[src/rtl/sincos_angle_decoder.sv]
// sincos_angle_decoder: inverse sin/cos lookup. A captured (sin, cos) pair is
// compared against the 16 table candidates (8 angles x 2 signs), two per cycle,
// and the candidate with the smallest L1 error is reported.
module sincos_angle_decoder (
  input  logic               clk,
  input  logic               reset,
  input  logic               start,
  input  logic signed [16:0] sin_in,
  input  logic signed [16:0] cos_in,
  output logic               busy,
  output logic               done,
  output logic        [2:0]  aci_out,
  output logic               eksi_out,
  output logic        [18:0] err_out
);

  typedef enum logic [1:0] {IDLE = 2'd0, SEARCH = 2'd1, DONE = 2'd2} state_t;

  state_t             state_q, state_d;
  logic signed [16:0] sin_q, sin_d;
  logic signed [16:0] cos_q, cos_d;
  logic        [2:0]  k_q, k_d;
  logic        [18:0] best_err_q, best_err_d;
  logic        [2:0]  best_idx_q, best_idx_d;
  logic               best_sign_q, best_sign_d;
  logic               done_q, done_d;
  logic        [2:0]  aci_q, aci_d;
  logic               eksi_q, eksi_d;
  logic        [18:0] err_q, err_d;

  logic signed [16:0] tab_sin;
  logic signed [16:0] tab_cos;
  logic        [18:0] cand_err [2];

  // Q7.10 table for angle k*15 deg, indexed by the current search step.
  always_comb begin
    tab_sin = 17'sd0;
    tab_cos = 17'sd1024;
    case (k_q)
      3'd0: begin tab_sin = 17'sd0;    tab_cos = 17'sd1024;  end
      3'd1: begin tab_sin = 17'sd265;  tab_cos = 17'sd989;   end
      3'd2: begin tab_sin = 17'sd512;  tab_cos = 17'sd887;   end
      3'd3: begin tab_sin = 17'sd724;  tab_cos = 17'sd724;   end
      3'd4: begin tab_sin = 17'sd887;  tab_cos = 17'sd512;   end
      3'd5: begin tab_sin = 17'sd989;  tab_cos = 17'sd265;   end
      3'd6: begin tab_sin = 17'sd1024; tab_cos = 17'sd0;     end
      3'd7: begin tab_sin = 17'sd989;  tab_cos = -17'sd265;  end
      default: begin tab_sin = 17'sd0; tab_cos = 17'sd1024;  end
    endcase
  end

  // Two candidates per step: gi=0 uses +SIN, gi=1 uses -SIN; COS is shared.
  // Differences are 18-bit signed, magnitudes fit 18 bits, sum fits 19 bits.
  for (genvar gi = 0; gi < 2; gi++) begin : g_cand
    localparam bit NEG = (gi != 0);
    logic signed [17:0] cand_sin;
    logic signed [17:0] diff_sin;
    logic signed [17:0] diff_cos;
    logic        [17:0] abs_sin;
    logic        [17:0] abs_cos;

    assign cand_sin    = NEG ? -18'(tab_sin) : 18'(tab_sin);
    assign diff_sin    = 18'(sin_q) - cand_sin;
    assign diff_cos    = 18'(cos_q) - 18'(tab_cos);
    assign abs_sin     = diff_sin[17] ? 18'(-diff_sin) : 18'(diff_sin);
    assign abs_cos     = diff_cos[17] ? 18'(-diff_cos) : 18'(diff_cos);
    assign cand_err[gi] = {1'b0, abs_sin} + {1'b0, abs_cos};
  end

  // Next-state and datapath: capture in IDLE, scan k in SEARCH, publish in DONE.
  always_comb begin
    state_d     = state_q;
    sin_d       = sin_q;
    cos_d       = cos_q;
    k_d         = k_q;
    best_err_d  = best_err_q;
    best_idx_d  = best_idx_q;
    best_sign_d = best_sign_q;
    done_d      = 1'b0;
    aci_d       = aci_q;
    eksi_d      = eksi_q;
    err_d       = err_q;
    case (state_q)
      IDLE: begin
        if (start) begin
          sin_d       = sin_in;
          cos_d       = cos_in;
          k_d         = 3'd0;
          best_err_d  = '1;
          best_idx_d  = 3'd0;
          best_sign_d = 1'b0;
          state_d     = SEARCH;
        end
      end
      SEARCH: begin
        // Strict less-than keeps the earlier candidate on ties; e=0 is
        // checked before e=1 so it wins at equal k.
        if (cand_err[0] < best_err_d) begin
          best_err_d  = cand_err[0];
          best_idx_d  = k_q;
          best_sign_d = 1'b0;
        end
        if (cand_err[1] < best_err_d) begin
          best_err_d  = cand_err[1];
          best_idx_d  = k_q;
          best_sign_d = 1'b1;
        end
        k_d = k_q + 3'd1;
        if (k_q == 3'd7) state_d = DONE;
      end
      DONE: begin
        aci_d   = best_idx_q;
        eksi_d  = best_sign_q;
        err_d   = best_err_q;
        done_d  = 1'b1;
        state_d = IDLE;
      end
      default: state_d = IDLE;
    endcase
  end

  // State and datapath registers with asynchronous active-low clear.
  always_ff @(posedge clk or negedge reset) begin
    if (!reset) begin
      state_q     <= IDLE;
      sin_q       <= '0;
      cos_q       <= '0;
      k_q         <= '0;
      best_err_q  <= '0;
      best_idx_q  <= '0;
      best_sign_q <= 1'b0;
      done_q      <= 1'b0;
      aci_q       <= '0;
      eksi_q      <= 1'b0;
      err_q       <= '0;
    end else begin
      state_q     <= state_d;
      sin_q       <= sin_d;
      cos_q       <= cos_d;
      k_q         <= k_d;
      best_err_q  <= best_err_d;
      best_idx_q  <= best_idx_d;
      best_sign_q <= best_sign_d;
      done_q      <= done_d;
      aci_q       <= aci_d;
      eksi_q      <= eksi_d;
      err_q       <= err_d;
    end
  end

  assign busy     = (state_q != IDLE);
  assign done     = done_q;
  assign aci_out  = aci_q;
  assign eksi_out = eksi_q;
  assign err_out  = err_q;

endmodule

[config.mk]
export PLATFORM = sky130hd
export DESIGN_NAME = sincos_angle_decoder
export DESIGN_NICKNAME = d
export VERILOG_FILES = /design/src/rtl/sincos_angle_decoder.sv
export SDC_FILE = /design/constraint.sdc
export NUM_CORES = 1
export LEC_CHECK = 0
export CAP_MARGIN = 10
export CORE_MARGIN = 4
export CORE_UTILIZATION = 45
export CTS_BUF_LIST = sky130_fd_sc_hd__clkbuf_2
export DETAILED_ROUTE_END_ITERATION = 7
export PLACE_DENSITY = 0.74
export SLEW_MARGIN = 20
export SYNTH_ARGS = -nofsm -noshare
export SYNTH_HDL_FRONTEND = slang
export SYNTH_SLANG_ARGS = --single-unit
[constraint.sdc]
create_clock -name clk -period 28.3 [get_ports clk]
set_input_delay 7.075 -clock clk [delete_from_list [all_inputs] [get_ports clk]]
set_output_delay 7.075 -clock clk [all_outputs]
set_load 0.02 [all_outputs]
==> reports/metrics.yaml, run 1 <==
outcome: "finished clean"
mostFrequentLayoutCells: "nand2_1 (198), ha_1 (119), a21oi_1 (89)"
clockBufferDepth: 2
dieArea_mm2: 0.0244
first_iter_violations: 612
period_share_pct: 40.8
regArea_mm2: 0.00215
place_congestion: 0.922
cts_tree: "done"
setup_viol: 0
netlist.area_leader.share_pct: 21.7
vias: 8924
clkSlewWorstSetupHoldPaths_ns: 0.32
design_area_mm2: 0.0108
cp.required_ns: 28.91
cp-end-kind: "register"
maxSlewHeadroom_pct: 29.8
crit_buf_inv: 3
grt_max_degree: 62
clock_sinks: 86
grt_pass1_vias: 8100
ys_seq_elements: 86
firstDrtPassIters: 7
drc: 0
hp-class: "register to register"
critPathTopFamily: "compound AO/OA/AOI/OAI gates"
clk-insertion-delay-late_ns: 0.66
synthDistinctLibCells: 93
drive_above_1_share_pct: 5.46
period_needed_ns: 11.54
finalMaxSlewViolations: 0
track_usage_pct: 20.5
die_x_um: 156
overflow: 0
cpPeakStageDelay_ns: 0.82
holdBufCountCts: 0
wl_um: 25300
area_growth_pct: 9.51
tns_ns: 0
finalHoldViolCount: 0
grt_pass1_wl_um: 41200
post-cts-setup-buffers: 0
tightestPinTransition_ns: 1.03
ys_seq_area_share_pct: 21.7
rows: 53
cts-root-buf: "clkbuf_2"
synth-edff-count: 0
multi_input_area_mm2: 0.00731
maxCapViolations: 0
h-tree-depth: 3
yosysWarnings: 0
antenna_found_initial: 1
final_common_cell: "nand2_1"
dp_slack_ns: 16.88
pin_count: 62
slowest_stage: "dfrtp_1"
path_common_cell: "a21oi_1"
cp_max_fo: 30
path_class: "register to register"
final.setup_skew_ns: 0.0527
start_util_pct: 46.4
rr_worst_depth: 49
worst_ep_arrival_time_ns: 12.15
synth.cell_area_mm2: 0.00990
cp-start-kind: "register"
dpl-instance-area_mm2: 0.0107
max_freq_mhz: 86.7
synth_ff_type: "dfrtp_1"
cts_buffers: 9
coreArea_mm2: 0.0214
wl_per_cell_um: 16.2
hold_path_depth: 1
dieHeight_um: 156
post-dp-hpwl_um: 20300
portBuffers: 61
fillers: 2047
vias_per_cell: 5.73
yosysTopAreaCell: "dfrtp_1"
rsz0062_at_grt: "false"
async_flop_share_pct: 100
num-nets-final: 1437
synth_cells: 1246
ant_nets: 0
avgSynthCellArea_um2: 7.94
yosys-top-cells-area: "dfrtp_1 (22%), ha_1 (15%), nand2_1 (7.5%)"
cts_resized: 0
fin_ws_ns: 16.76
cp.depth: 49
==> registers in the layout, indices dropped and copies added, names as in the netlist <==
register	flops
cos_q	17
err_out	19
best_sign_q	1
state_q	2
best_idx_q	3
k_q	3
best_err_q	19
done	1
aci_out	3
eksi_out	1
sin_q	17
==> per-stage QoR <==
step,util (%),hold slack (ns),instances
final,50.8,0.507,1558
after global routing,50.8,0.517,1558
after CTS,50.7,0.498,1557
after detailed placement,50.2,0.469,1541
after global placement,50.2,0.460,1541
after floorplan,-,0.452,1247
==> kinds of logic (layout without fill, tap and decap cells) <==
| group | after synthesis | count (layout) | share of synthesized area [%] |
|---|---|---|---|
| simple gates | 430 | 430 | 20.2 |
| other cells | 1 | 3 | 0.0379 |
| flops | 86 | 86 | 21.7 |
| fa+ha+maj | 123 | 123 | 15.9 |
| mux | 32 | 32 | 3.53 |
| buf+inv | 117 | 152 | 4.51 |
| xor+xnor | 113 | 113 | 10.2 |
| compound gates | 344 | 344 | 23.9 |
==> final cells by class <==
class	instances	area share, %
multi-input combinational	1044	67.4
sequential	86	19.9
timing repair buffer	68	6.09
tap	275	3.17
inverter	68	2.35
clock inverter	7	0.658
clock buffer	9	0.416
antenna	1	0.0231
==> metal layers <==
metal	up-vias	GRT usage (%)	wire length [µm]
li1	4478	-	-
met1	4159	29.5	12200
met2	257	32.1	11300
met3	30	3.40	1360
met4	0	5.33	413
met5	-	0	0
==> path summary, 6_finish.rpt <==
| kind | startpoint | end | slack [ns] |
|---|---|---|---|
| max in group asynchronous | reset | err_out[13]$_DFFE_PN0P_ | 20.90 |
| worst min-delay path | best_sign_q$_DFFE_PN0P_ | eksi_out$_DFFE_PN0P_ | 0.51 |
| worst max-delay path | k_q[2]$_DFFE_PN0P_ | best_err_q[16]$_DFFE_PN0P_ | 16.76 |
| worst max register to register | k_q[2]$_DFFE_PN0P_ | best_err_q[16]$_DFFE_PN0P_ | 16.76 |
| worst min register to register | best_sign_q$_DFFE_PN0P_ | eksi_out$_DFFE_PN0P_ | 0.51 |
| min in group asynchronous | reset | sin_q[8]$_DFFE_PN0P_ | 6.27 |
==> synthesized netlist by cell type, types with 7 or more instances <==
| cell | count |
|---|---|
| o21ai_0 | 63 |
| ha_1 | 119 |
| nand2b_1 | 20 |
| inv_1 | 68 |
| mux2i_1 | 21 |
| o21bai_1 | 8 |
| o21a_1 | 14 |
| xor2_1 | 37 |
| a21oi_1 | 89 |
| dfrtp_1 | 86 |
| nand4_1 | 11 |
| nor3_1 | 20 |
| o21ai_1 | 10 |
| nand2_1 | 198 |
| buf_1 | 7 |
| nor2_1 | 77 |
| nor4_1 | 9 |
| mux2_2 | 9 |
| a211oi_1 | 8 |
| and2_1 | 10 |
| or3_1 | 10 |
| or2_2 | 7 |
| nand3_1 | 26 |
| a21o_1 | 42 |
| a31oi_1 | 23 |
| nor2b_1 | 16 |
| clkbuf_1 | 41 |
| xnor2_1 | 73 |
Power of run 1 is left out: the tool's default activity adds up to more than one toggle a clock period on the data nets, which glitch-free logic cannot reach.
==> inputs of run 2 (changes only) <==
--- a/config.mk
+++ b/config.mk
@@ -10,7 +10,7 @@
 export CORE_UTILIZATION = 45
 export CTS_BUF_LIST = sky130_fd_sc_hd__clkbuf_2
 export DETAILED_ROUTE_END_ITERATION = 7
-export PLACE_DENSITY = 0.74
+export PLACE_DENSITY = 0.77
 export SLEW_MARGIN = 20
 export SYNTH_ARGS = -nofsm -noshare
 export SYNTH_HDL_FRONTEND = slang
==> constraint.sdc (replaced) <==
create_clock -name clk -period 9.5 [get_ports clk]
set_input_delay 2.375 -clock clk [delete_from_list [all_inputs] [get_ports clk]]
set_output_delay 2.375 -clock clk [all_outputs]
set_load 0.02 [all_outputs]
==> run 2 against run 1 <==
Compared with the run above:
- largest cell class unchanged
- final area up 13%
- setup slack worse by 16 ns
- highest routed layer unchanged
- first-iteration DRC count down 0.16%
- final cell count up 7.4%
- non-clock buffer count up 115
==> reports/metrics.yaml, run 2 (synthesized netlist as in run 1, its figures left out) <==
outcome: "finished clean"
maxCapViolations: 0  # unchanged
rows: 53  # unchanged
cts-root-buf: "clkbuf_2"
cp-end-kind: "register"
maxSlewHeadroom_pct: 37.4  # +7.6 points
hold_path_end: "err_out[4]$_DFFE_PN0P_"
wl_per_cell_um: 16.3  # +0.16%
h-tree-depth: 3  # unchanged
ant_nets: 0  # unchanged
cpPeakStageDelay_ns: 0.53  # -0.29 ns
die_x_um: 156  # unchanged
hp-class: "register to register"
cp-start-kind: "register"
grt_pass1_wl_um: 43500  # +5.6%
final.setup_skew_ns: 0.0523  # -0.000443 ns
setup_viol: 0  # unchanged
reg2reg_to: "best_err_q[16]$_DFFE_PN0P_"
finalMaxSlewViolations: 0  # unchanged
fillers: 1946  # -4.9%
antenna_found_initial: 1  # unchanged
hold_start: "err_out[4]$_DFFE_PN0P_"
vias: 9532  # +6.8%
tightestPinTransition_ns: 0.938  # -0.0879 ns
critPathTopFamily: "compound AO/OA/AOI/OAI gates"
slowest_stage: "dfrtp_2"
grt_max_degree: 65  # +4.8%
wl_um: 27200  # +7.6%
post-dp-hpwl_um: 21200  # +4.5%
pin_count: 62  # unchanged
clock_sinks: 86  # unchanged
overflow: 0  # unchanged
period_share_pct: 96.5  # +56 points
dieHeight_um: 156  # unchanged
drc: 0  # unchanged
finalHoldViolCount: 0  # unchanged
period_needed_ns: 9.17  # -2.37 ns
mostFrequentLayoutCells: "nand2_1 (192), buf_4 (115), ha_1 (110)"
path_class: "register to register"
cts_tree: "done"
place_congestion: 0.926  # +0.41%
final_common_cell: "nand2_1"
num-nets-final: 1552  # +8.0%
clockBufferDepth: 2  # unchanged
worst_ep_arrival_time_ns: 9.77  # -2.38 ns
dieArea_mm2: 0.0244  # unchanged
r2r_start: "k_q[0]$_DFFE_PN0P_"
first_iter_violations: 611  # -0.16%
vias_per_cell: 5.70  # -0.53%
r2r_slack_ns: 0.33  # -16.43 ns
area_growth_pct: 23.3
path_common_cell: "a21o_1"
hold_path_depth: 2  # +1
drive_above_1_share_pct: 18.3  # +13 points
cts_buffers: 9  # unchanged
track_usage_pct: 21.6  # +1.0 points
coreArea_mm2: 0.0214  # unchanged
portBuffers: 61  # unchanged
cp_max_fo: 5  # -83%
holdWs_ns: 0.516  # +0.00859 ns
max_freq_mhz: 109  # +26%
start_util_pct: 46.4  # unchanged
clkSlewWorstSetupHoldPaths_ns: 0.32  # about the same
cp.required_ns: 10.10  # -18.81 ns
clk-insertion-delay-late_ns: 0.70  # +0.04 ns
firstDrtPassIters: 6  # -1
grt_pass1_vias: 8742  # +7.9%
crit_buf_inv: 3  # unchanged
rr_worst_depth: 50  # +2.0%
==> run 2: changes by cell type in the layout (fill, tap and decap cells not counted), sizes merged <==
cell,change
buf,+115
==> run 2: cell type report <==
cell class              instances  area, µm²  area share (%)
multi-input cells            1044       7760            63.6
flip-flops and latches         86       2160            17.7
repair buffers                183       1560            12.8
well taps                     275        344            2.82
inverters                      68        258            2.11
clock inverters                 7       76.3           0.626
clock buffers                   9       45.0           0.369
diodes                          1       2.50          0.0205
==> run 2: worst max-delay path by stage <==
stage / startpoint / end / slack [ns] / depth (start not counted)
2_1_floorplan: k_q[0]$_DFFE_PN0P_ / best_err_q[16]$_DFFE_PN0P_ / 0.04 / 50
3_3_place_gp: k_q[1]$_DFFE_PN0P_ / best_err_q[9]$_DFFE_PN0P_ / -0.01 / 49
6_report: k_q[0]$_DFFE_PN0P_ / best_err_q[16]$_DFFE_PN0P_ / 0.33 / 50
5_1_grt: k_q[0]$_DFFE_PN0P_ / best_err_q[16]$_DFFE_PN0P_ / -0.24 / 52
3_5_place_dp: k_q[1]$_DFFE_PN0P_ / best_err_q[9]$_DFFE_PN0P_ / -0.34 / 49
4_1_cts: k_q[0]$_DFFE_PN0P_ / best_err_q[9]$_DFFE_PN0P_ / 0.0003 / 50
==> run 2: routing by layer <==
metal | global-route usage, % | part of all wire, %
met5 | 0 | 0
met4 | 5.54 | 1.7
met3 | 2.85 | 5.9
met2 | 34.2 | 45
met1 | 31.1 | 47
==> run 2: per-stage QoR <==
stage / std cells / util, % / cell area, µm² / worst slack (ns) / setup TNS, ns
after detailed placement: 1629 / 53.5 / 11400 / -0.344 / -4.74
after global routing: 1673 / 57.1 / 12200 / -0.242 / -3.28
after CTS: 1649 / 54.4 / 11600 / 0.000296 / 0
after floorplan: 1247 / - / 9950 / 0.0372 / 0
after global placement: 1629 / 53.5 / 11400 / -0.0134 / -0.0139
final: 1673 / 57.1 / 12200 / 0.330 / 0
==> run 2: repair_timing <==
action,4_1_cts,5_1_grt
gates cloned,0,1
setup buffers,4,22
gates resized for setup,14,90
pin swaps,2,32
endpoints found under the setup margin,22,23
hold buffers,0,0
==> run 2: worst reg2reg max path, delay by kind of cell, from the launching register on <==
kind	cells	cell delay [ns]
flip-flops	1	0.53
buffers and inverters	3	0.43
multiplexers	3	0.80
XOR/XNOR	1	0.27
adder cells (fa/ha/maj)	5	1.35
AO/OA/AOI/OAI	26	4.00
AND/OR/NAND/NOR	12	1.75
Power of run 2 is left out for the same reason.
==> inputs of run 3 (changes only) <==
--- a/config.mk
+++ b/config.mk
@@ -10,6 +10,7 @@
 export CORE_UTILIZATION = 45
 export CTS_BUF_LIST = sky130_fd_sc_hd__clkbuf_2
 export DETAILED_ROUTE_END_ITERATION = 7
+export GPL_TIMING_DRIVEN = 0
 export PLACE_DENSITY = 0.77
 export SLEW_MARGIN = 20
 export SYNTH_ARGS = -nofsm -noshare
==> run 3 against run 2 <==
Compared with the run above:
- clock-buffer cell count did not move
- setup slack worse by 0.47 ns
- register-to-register slack worse by 0.47 ns
- critical path type unchanged
- the flow now finishes with violations (negative setup slack)
- maximum frequency down 4.8%
- first-iteration DRC count up 40%
- sequential cell count stayed put
- wire length increased by 9.1%
- clock skew increased by 0.011 ns
==> reports/metrics.yaml, run 3 (synthesized netlist as in run 1, its figures left out) <==
cp.required_ns: 10.04  # -0.06 ns
wl_um: 29700  # +9.1%
outcome: "complete, but fails checks"
pin_count: 62  # unchanged
setup_viol: 10  # +10
start_util_pct: 46.4  # unchanged
clkSlewWorstSetupHoldPaths_ns: 0.26  # -0.06 ns
hold_path_depth: 2  # unchanged
vias: 9826  # +3.1%
hold_path_end: "err_out[2]$_DFFE_PN0P_"
drc: 0  # unchanged
multi_input_area_mm2: 0.00807  # +4.0%
reg2reg_to: "best_err_q[5]$_DFFE_PN0P_"
period_share_pct: 101  # +4.9 points
crit_buf_inv: 7  # +4
violations: "negative setup slack"
ant_nets: 0  # unchanged
worst_ep_arrival_time_ns: 10.18  # +0.41 ns
holdWs_ns: 0.517  # +0.00177 ns
path_class: "register to register"
max_freq_mhz: 104  # -4.8%
clk-insertion-delay-late_ns: 0.69  # about the same
area_growth_pct: 27.4
drive_above_1_share_pct: 19.7  # +1.4 points
vias_per_cell: 5.83  # +2.4%
r2r_slack_ns: -0.14  # -0.47 ns
clockBufferDepth: 2  # unchanged
first_iter_violations: 858  # +40%
tightestPinTransition_ns: 0.971  # +0.0328 ns
cp_max_fo: 8  # +3
holdBufCountCts: 0  # unchanged
grt_pass1_vias: 9149  # +4.7%
h-tree-depth: 3  # unchanged
maxSlewHeadroom_pct: 35.3  # -2.2 points
dieArea_mm2: 0.0244  # unchanged
dieHeight_um: 156  # unchanged
cts_buffers: 9  # unchanged
clock_sinks: 86  # unchanged
cts-root-buf: "clkbuf_2"
rows: 53  # unchanged
mostFrequentLayoutCells: "nand2_1 (193), ha_1 (103), buf_4 (90)"
rsz0062_at_grt: "true"
period_needed_ns: 9.64  # +0.466 ns
regArea_mm2: 0.00215  # about the same
place_congestion: 0.937  # +1.1%
wl_per_cell_um: 17.6  # +8.4%
cp-start-kind: "register"
rr_worst_depth: 52  # +4.0%
final.setup_skew_ns: 0.0630  # +0.0108 ns
cts_tree: "done"
r2r_start: "k_q[0]$_DFFE_PN0P_"
fin_ws_ns: -0.137  # -0.466 ns
finalHoldViolCount: 0  # unchanged
die_x_um: 156  # unchanged
slowest_stage: "dfrtp_2"
cp-end-kind: "register"
hp-class: "register to register"
hold_start: "err_out[2]$_DFFE_PN0P_"
grt_max_degree: 57  # -12%
cpPeakStageDelay_ns: 0.56  # +0.03 ns
fillers: 1824  # -6.3%
finalMaxSlewViolations: 0  # unchanged
maxCapViolations: 0  # unchanged
final_common_cell: "nand2_1"
antenna_found_initial: 1  # unchanged
post-dp-hpwl_um: 21200  # +0.21%
overflow: 0  # unchanged
num-nets-final: 1564  # +0.77%
grt_pass1_wl_um: 45900  # +5.5%
track_usage_pct: 23.0  # +1.4 points
critPathTopFamily: "compound AO/OA/AOI/OAI gates"
path_common_cell: "a21o_1"
portBuffers: 61  # unchanged
coreArea_mm2: 0.0214  # unchanged
firstDrtPassIters: 8  # +2
run 3: cell type report:
type / instances / share of cell area, %
Antenna cell: 1 / 0.0199
Buffer: 39 / 1.90
Clock buffer: 9 / 0.357
Clock inverter: 6 / 0.754
Inverter: 68 / 2.08
Multi-Input combinational cell: 1044 / 64.0
Sequential cell: 86 / 17.1
Tap cell: 275 / 2.73
Timing Repair Buffer: 156 / 11.0
run 3: worst min-delay path, delay by kind of cell (launching register included):
family	cells	cell delay, ns
AOI/OAI and AO/OA	1	0.06
DFF	1	0.40
and+or+nand+nor	1	0.05
run 3: layer usage:
layer  GRT usage, %  vias to the layer above  wire length (µm)  part of all wire (%)
li1               -                     4743                 -                     -
met1           31.4                     4640             13300                    45
met5              0                        -                 0                     0
met2           37.9                      379             13500                    46
met3           2.93                       64              1840                   6.2
met4           7.40                        0              1040                   3.5
run 3: how the worst max path moves through the flow:
| stage | start | end | cells after the start |
|---|---|---|---|
| 2_1_floorplan | k_q[0]$_DFFE_PN0P_ | best_err_q[16]$_DFFE_PN0P_ | 50 |
| 3_3_place_gp | k_q[2]$_DFFE_PN0P_ | best_err_q[16]$_DFFE_PN0P_ | 51 |
| 3_5_place_dp | k_q[2]$_DFFE_PN0P_ | best_err_q[16]$_DFFE_PN0P_ | 51 |
| 4_1_cts | k_q[1]$_DFFE_PN0P_ | best_err_q[16]$_DFFE_PN0P_ | 45 |
| 5_1_grt | k_q[0]$_DFFE_PN0P_ | best_err_q[4]$_DFFE_PN0P_ | 52 |
| 6_report | k_q[0]$_DFFE_PN0P_ | best_err_q[5]$_DFFE_PN0P_ | 52 |
run 3: stage by stage:
step	instances	setup WS, ns	TNS, ns	util, %	cell area [µm²]
2_1_floorplan	1247	0.0372	0	-	9950
3_3_place_gp	1583	-2.00	-40.92	51.1	10900
3_5_place_dp	1584	-2.17	-43.97	51.2	10900
4_1_cts	1645	0.00228	0	56.0	12000
5_1_grt	1684	-0.395	-5.64	59.0	12600
6_report	1684	-0.137	-0.714	59.0	12600
run 3: timing repair:
item / in CTS / in global routing
gates resized for setup: 119 / 75
buffers inserted: 52 / 42
pin swaps: 39 / 68
gates cloned: 0 / 1
hold endpoints to repair: 0 / 0
setup endpoints to repair: 23 / 23
Power of run 3 is left out for the same reason.
